--- src/rtl/cache_pkg.sv ---
// Shared definitions for the cache line controller: default geometry,
// controller state encoding and byte-address field positions.
package cache_pkg;

   localparam int DEF_OFFSET_WIDTH = 3;
   localparam int DEF_INDEX_WIDTH  = 7;
   localparam int DEF_TAG_WIDTH    = 30 - DEF_OFFSET_WIDTH - DEF_INDEX_WIDTH;

   // Byte-address field positions for the default geometry.
   localparam int BYTE_BITS      = 2;
   localparam int DEF_OFFSET_LSB = BYTE_BITS;
   localparam int DEF_INDEX_LSB  = DEF_OFFSET_LSB + DEF_OFFSET_WIDTH;
   localparam int DEF_TAG_LSB    = DEF_INDEX_LSB + DEF_INDEX_WIDTH;

   typedef enum logic [1:0] {
      IDLE    = 2'd0,
      COMPARE = 2'd1,
      WB      = 2'd2,
      REFILL  = 2'd3
   } state_t;

endpackage

--- src/rtl/cache_stats.sv ---
// Hit/miss counter pair for the cache line controller. Only present in
// builds that define CACHE_STATS_EN; counters wrap at 2^32.
`ifdef CACHE_STATS_EN
module cache_stats (
   input  logic        clk,
   input  logic        rst,
   input  logic        hit_pulse,
   input  logic        miss_pulse,
   output logic [31:0] stat_hits,
   output logic [31:0] stat_misses
);

   logic [31:0] count_reg [2];
   logic        pulse     [2];

   assign pulse[0] = hit_pulse;
   assign pulse[1] = miss_pulse;

   genvar gi;
   generate
      for (gi = 0; gi < 2; gi++) begin : g_cnt
         // One free-running counter per event class, cleared by reset.
         always_ff @(posedge clk) begin
            if (!rst) begin
               count_reg[gi] <= '0;
            end else if (pulse[gi]) begin
               count_reg[gi] <= count_reg[gi] + 32'd1;
            end
         end
      end
   endgenerate

   assign stat_hits   = count_reg[0];
   assign stat_misses = count_reg[1];

endmodule
`endif

--- src/rtl/cache_line_ctrl.sv ---
// Sequencing controller for a direct-mapped cache line store: probes the
// line for one CPU request, writes back a dirty victim, refills the line
// word by word from memory and replays the access.
// Optional macro CACHE_STATS_EN adds stat_hits/stat_misses outputs.
module cache_line_ctrl
   import cache_pkg::*;
#(
   parameter int OFFSET_WIDTH = DEF_OFFSET_WIDTH,
   parameter int INDEX_WIDTH  = DEF_INDEX_WIDTH,
   parameter int TAG_WIDTH    = 30 - OFFSET_WIDTH - INDEX_WIDTH
) (
   input  logic                    clk,
   input  logic                    rst,
   input  logic                    cpu_req,
   input  logic                    cpu_we,
   input  logic [31:0]             cpu_addr,
   input  logic [31:0]             cpu_wdata,
   input  logic [3:0]              cpu_byte_en,
   output logic                    cpu_ready,
   output logic [31:0]             cpu_rdata,
   output logic                    ln_enable,
   output logic [INDEX_WIDTH-1:0]  ln_index,
   output logic [OFFSET_WIDTH-1:0] ln_word_sel,
   output logic                    ln_cmp,
   output logic                    ln_write,
   output logic [TAG_WIDTH-1:0]    ln_tag,
   output logic [31:0]             ln_data,
   output logic                    ln_valid,
   output logic [3:0]              ln_byte_w_en,
   input  logic                    ln_hit,
   input  logic                    ln_dirty,
   input  logic [TAG_WIDTH-1:0]    ln_tag_out,
   input  logic [31:0]             ln_data_out,
   input  logic                    ln_valid_out,
   output logic                    mem_req,
   output logic                    mem_we,
   output logic [31:0]             mem_addr,
   output logic [31:0]             mem_wdata,
   input  logic [31:0]             mem_rdata,
   input  logic                    mem_ack
`ifdef CACHE_STATS_EN
   ,
   output logic [31:0]             stat_hits,
   output logic [31:0]             stat_misses
`endif
);

   localparam int OFF_LSB = BYTE_BITS;
   localparam int IDX_LSB = OFF_LSB + OFFSET_WIDTH;
   localparam int TAG_LSB = IDX_LSB + INDEX_WIDTH;
   localparam logic [OFFSET_WIDTH-1:0] LAST_WORD = '1;

   state_t                  state_reg, state_next;
   logic [OFFSET_WIDTH-1:0] cnt_reg, cnt_next;
   logic [TAG_WIDTH-1:0]    req_tag_reg;
   logic [INDEX_WIDTH-1:0]  req_index_reg;
   logic [OFFSET_WIDTH-1:0] req_offset_reg;
   logic                    req_we_reg;
   logic [31:0]             req_wdata_reg;
   logic [3:0]              req_be_reg;
   logic                    probe_hit;
   logic                    unused_byte_bits;

   // Byte-select bits never matter: every access is a whole word.
   assign unused_byte_bits = ^cpu_addr[BYTE_BITS-1:0];
   assign probe_hit        = ln_hit & ln_valid_out;

   // State, word counter and the request latch (captured only in IDLE so
   // that later cpu_* wiggles cannot disturb an access in flight).
   always_ff @(posedge clk) begin
      if (!rst) begin
         state_reg      <= IDLE;
         cnt_reg        <= '0;
         req_tag_reg    <= '0;
         req_index_reg  <= '0;
         req_offset_reg <= '0;
         req_we_reg     <= 1'b0;
         req_wdata_reg  <= '0;
         req_be_reg     <= '0;
      end else begin
         state_reg <= state_next;
         cnt_reg   <= cnt_next;
         if (state_reg == IDLE && cpu_req) begin
            req_tag_reg    <= cpu_addr[TAG_LSB +: TAG_WIDTH];
            req_index_reg  <= cpu_addr[IDX_LSB +: INDEX_WIDTH];
            req_offset_reg <= cpu_addr[OFF_LSB +: OFFSET_WIDTH];
            req_we_reg     <= cpu_we;
            req_wdata_reg  <= cpu_wdata;
            req_be_reg     <= cpu_byte_en;
         end
      end
   end

   // Next-state and output decode; outputs are all zero unless a state
   // drives them, so IDLE (and the cycle after reset) presents all zeros.
   always_comb begin
      state_next   = state_reg;
      cnt_next     = cnt_reg;
      cpu_ready    = 1'b0;
      cpu_rdata    = '0;
      ln_enable    = 1'b0;
      ln_index     = '0;
      ln_word_sel  = '0;
      ln_cmp       = 1'b0;
      ln_write     = 1'b0;
      ln_tag       = '0;
      ln_data      = '0;
      ln_valid     = 1'b0;
      ln_byte_w_en = '0;
      mem_req      = 1'b0;
      mem_we       = 1'b0;
      mem_addr     = '0;
      mem_wdata    = '0;
      case (state_reg)
         IDLE: begin
            if (cpu_req) begin
               state_next = COMPARE;
            end
         end
         COMPARE: begin
            ln_enable    = 1'b1;
            ln_cmp       = 1'b1;
            ln_write     = req_we_reg;
            ln_tag       = req_tag_reg;
            ln_index     = req_index_reg;
            ln_word_sel  = req_offset_reg;
            ln_data      = req_wdata_reg;
            ln_byte_w_en = req_be_reg;
            if (probe_hit) begin
               cpu_ready  = 1'b1;
               cpu_rdata  = req_we_reg ? 32'h0 : ln_data_out;
               state_next = IDLE;
            end else begin
               cnt_next   = '0;
               state_next = (ln_valid_out && ln_dirty) ? WB : REFILL;
            end
         end
         WB: begin
            ln_enable   = 1'b1;
            ln_index    = req_index_reg;
            ln_word_sel = cnt_reg;
            mem_req     = 1'b1;
            mem_we      = 1'b1;
            // Victim address comes from the stored tag, not the request.
            mem_addr    = {ln_tag_out, req_index_reg, cnt_reg, {BYTE_BITS{1'b0}}};
            mem_wdata   = ln_data_out;
            if (mem_ack) begin
               cnt_next = cnt_reg + 1'b1;
               if (cnt_reg == LAST_WORD) begin
                  state_next = REFILL;
               end
            end
         end
         REFILL: begin
            mem_req  = 1'b1;
            mem_addr = {req_tag_reg, req_index_reg, cnt_reg, {BYTE_BITS{1'b0}}};
            if (mem_ack) begin
               ln_enable    = 1'b1;
               ln_write     = 1'b1;
               ln_index     = req_index_reg;
               ln_word_sel  = cnt_reg;
               ln_data      = mem_rdata;
               ln_tag       = req_tag_reg;
               ln_valid     = 1'b1;
               ln_byte_w_en = 4'b1111;
               cnt_next     = cnt_reg + 1'b1;
               if (cnt_reg == LAST_WORD) begin
                  state_next = COMPARE;
               end
            end
         end
         default: begin
            state_next = IDLE;
         end
      endcase
   end

`ifdef CACHE_STATS_EN
   logic replay_reg;
   logic probe_count;

   // Marks the COMPARE that replays an access after refill so it is not
   // counted a second time.
   always_ff @(posedge clk) begin
      if (!rst) begin
         replay_reg <= 1'b0;
      end else if (state_reg == REFILL && state_next == COMPARE) begin
         replay_reg <= 1'b1;
      end else if (state_reg == COMPARE) begin
         replay_reg <= 1'b0;
      end
   end

   assign probe_count = (state_reg == COMPARE) && !replay_reg;

   cache_stats u_stats (
      .clk         (clk),
      .rst         (rst),
      .hit_pulse   (probe_count && probe_hit),
      .miss_pulse  (probe_count && !probe_hit),
      .stat_hits   (stat_hits),
      .stat_misses (stat_misses)
   );
`endif

endmodule

--- config.mk ---
export PLATFORM = sky130hd
export DESIGN_NAME = cache_line_ctrl
export DESIGN_NICKNAME = d
export VERILOG_FILES = /design/src/rtl/cache_pkg.sv /design/src/rtl/cache_stats.sv /design/src/rtl/cache_line_ctrl.sv
export SDC_FILE = /design/constraint.sdc
export NUM_CORES = 1
export LEC_CHECK = 0
export ABC_AREA = 1
export BUFFER_PORTS_ARGS = -buffer_cell sky130_fd_sc_hd__buf_2
export CAP_MARGIN = 30
export CORE_AREA = 2 2 127 129
export CTS_BUF_LIST = sky130_fd_sc_hd__clkbuf_4 sky130_fd_sc_hd__clkbuf_8
export DETAILED_ROUTE_END_ITERATION = 6
export DIE_AREA = 0 0 129 131
export HOLD_SLACK_MARGIN = 0.03
export SYNTH_ARGS = -nofsm -noshare
export SYNTH_HDL_FRONTEND = slang
export SYNTH_SLANG_ARGS = --single-unit
--- constraint.sdc ---
create_clock -name clk -period 4 [get_ports clk]
set_clock_uncertainty 0.1 [all_clocks]
set_input_delay 0.4 -clock clk [delete_from_list [all_inputs] [get_ports clk]]
set_output_delay 0.4 -clock clk [all_outputs]
set_load 0.05 [all_outputs]
==> flow_summary.yaml <==
synth:
  yosysWarnings: 0
  yosysMostFrequentCell: "nor2_1"
  synth_top_family_by_area: "simple AND/OR/NAND/NOR gates"
  synth-seq-area-share_pct: 34.5
  synth_simple_gate_area_share_pct: 23.6
  synth-compound-area-share_pct: 21.8
  synth_top_cell_by_area: "dfxtp_1"
  synth_area_leaders: "dfxtp_1 (34%), nor2_1 (14%), inv_1 (10%)"
  async_flop_share_pct: 0
  synth.top_cell.area_share_pct: 34.5
  synthXorXnorAreaFrac_pct: 0
  synthMuxAreaShare_pct: 0
  synth_edf_count: 0
  synth_commonest_cells: "nor2_1 (153), inv_1 (116), o21ai_0 (78)"
  synth_area_per_cell_um2: 6.38
  synth_cell_types: 19
  synthCells: 656
  synthAdderAreaFrac_pct: 2.09
  netlist_area_mm2: 0.00418
  synth_ff_type: "dfxtp_1"
  ys_ff_latch: 72
layout:
  syn2layout_area_growth_pct: 44.2
  largest_reg_flops: 32
  drive_gt1_share_pct: 37.2
  nNetsFinal: 1116
  stdcell_area_mm2: 0.00603
  fillers: 1726
global_routing:
  grt_pass1_wl_um: 22500
  grt_start_max_net_pins: 57
  grt_overflow_total: 0
  grt_pass1_vias: 4272
  track_usage_pct: 17.5
  antenna_found_initial: 2
critical_path:
  worst_setup_path_end_kind: "primary output"
  cp.arrival_ns: 3.01
  cp.required_ns: 3.50
  critPathKind: "flip-flop to primary output"
  start_kind: "flip-flop"
  crit_fanout: 32
clocking:
  h-tree-depth: 3
  cts-resized-gates: 0
  cts_hold_buf: 0
  post_cts.repair.setup_buffers: 0
  clk_pin_slew_worst_paths_ns: 0.08
  cts_root_buf: "clkbuf_8"
  cts_tree: "built"
  clock_latency_ns: 0.36
  cts_buffers: 9
  cts.sinks: 72
  cts_buffer_depth: 2
sta:
  period_share_pct: 87.7
  fmax_mhz: 285
  finalHoldViolations: 0
  tns_ns: 0
  rsz0062_at_grt: "false"
  slew_violations: 0
  period_needed_ns: 3.51
  relSlewSlack_pct: 46.3
  setup_viol: 0
  worst_pin_slew_ns: 0.805
placed_design:
  hpwl_um: 12000
  place_area_mm2: 0.00584
  numPortBuffers: 324
  gp_congestion: 0.847
detailed_routing:
  via_per_inst: 4.36
  drt.antenna.violating_nets: 0
  route.detailed.drc: 0
  wire_per_inst_um: 13.5
  vias: 5107
  drt_iter0_drc: 204
  drt-total-wl_um: 15800
  drt-pass1-iter-count: 5
die:
  num_io_pins: 329
  die_w_um: 129
  dieArea_mm2: 0.0169
  die_height_um: 131
  std_cell_rows: 46
  coreArea_mm2: 0.0156
  initial_core_util_pct: 26.8
pwr:
  peakVddDrop_mv: 0.292
  p_leak_nw: 3.73
  p_per_area_mw_per_mm2: 704
run:
  maxCapViolCount: 0
worst_hold_path:
  hp-class: "primary input to flip-flop"
status:
  status: "finished, final reports clean"
-- cells by family after synthesis --
group	after synthesis
AOI/OAI and AO/OA	158
adders and majority gates	7
buffers and inverters	167
DFF	72
other	1
and+or+nand+nor	251
-- per-stage QoR --
stage               power [W]  hold WS [ns]  util (%)  std cells  setup WS, ns
global route          0.00456         0.160      38.7       1171         0.201
finish                0.00424         0.165      38.7       1171         0.491
global placement      0.00371         0.361      37.4       1153         0.788
CTS                   0.00430         0.136      38.6       1170         0.438
detailed placement    0.00374         0.362      37.5       1154         0.862
floorplan             0.00313         0.344         -        657         0.897
-- cell type report --
type / instances / area [um^2] / share of cell area, %
Antenna cell: 1 / 2.50 / 0.0415
Clock buffer: 12 / 153 / 2.53
Clock inverter: 4 / 30.0 / 0.498
Inverter: 119 / 447 / 7.41
Multi-Input combinational cell: 418 / 2010 / 33.3
Sequential cell: 72 / 1440 / 23.9
Tap cell: 216 / 270 / 4.48
Timing Repair Buffer: 329 / 1680 / 27.8
-- cell usage in the layout (no fill, tap or decap), drive strengths merged --
cell      count
buf         329
nor2        154
inv         119
o21ai        94
nand2        74
dfxtp        72
a22o         32
a21oi        31
nand3        23
clkbuf       12
ha            7
clkinv        3
conb          2
diode         1
o21bai        1
clkinvlp      1
-- per-layer routing --
metal  GRT usage, %  share of wire [%]  vias up
li1               -                  -     2615
met1           20.5                 40     2240
met2           29.8                 48      229
met3           5.54                9.6       21
met4           7.16                1.7        2
met5              0              0.082        -
-- report_power, final --
part	leakage, nW	total, W	switching (W)	internal [W]
registers	0.596	0.00106	0.000128	0.000928
clock network	0.0934	0.000544	0.000287	0.000257
logic	3.04	0.00264	0.00203	0.000613
-- worst max-delay path, stage by stage, from the launching register on --
cell and delay (ns):
dfxtp_1 0.52, inv_1 0.22, ha_2 0.42, buf_4 0.39, inv_2 0.09, nor2_4 0.15
nand2_2 0.35, nor2_1 0.20, buf_2 0.28
-- final timing paths --
kind	to	depth (start not counted)	startpoint	slack, ns
worst max-delay path	cpu_rdata[30]	8	state_reg[1]	0.49
worst min register to register	req_tag_reg[4]	2	req_tag_reg[4]	0.37
worst max register to register	req_wdata_reg[2]	6	state_reg[1]	1.38
worst min-delay path	req_offset_reg[1]	3	cpu_addr[3]	0.17
(Power assumes the default switching activity.)
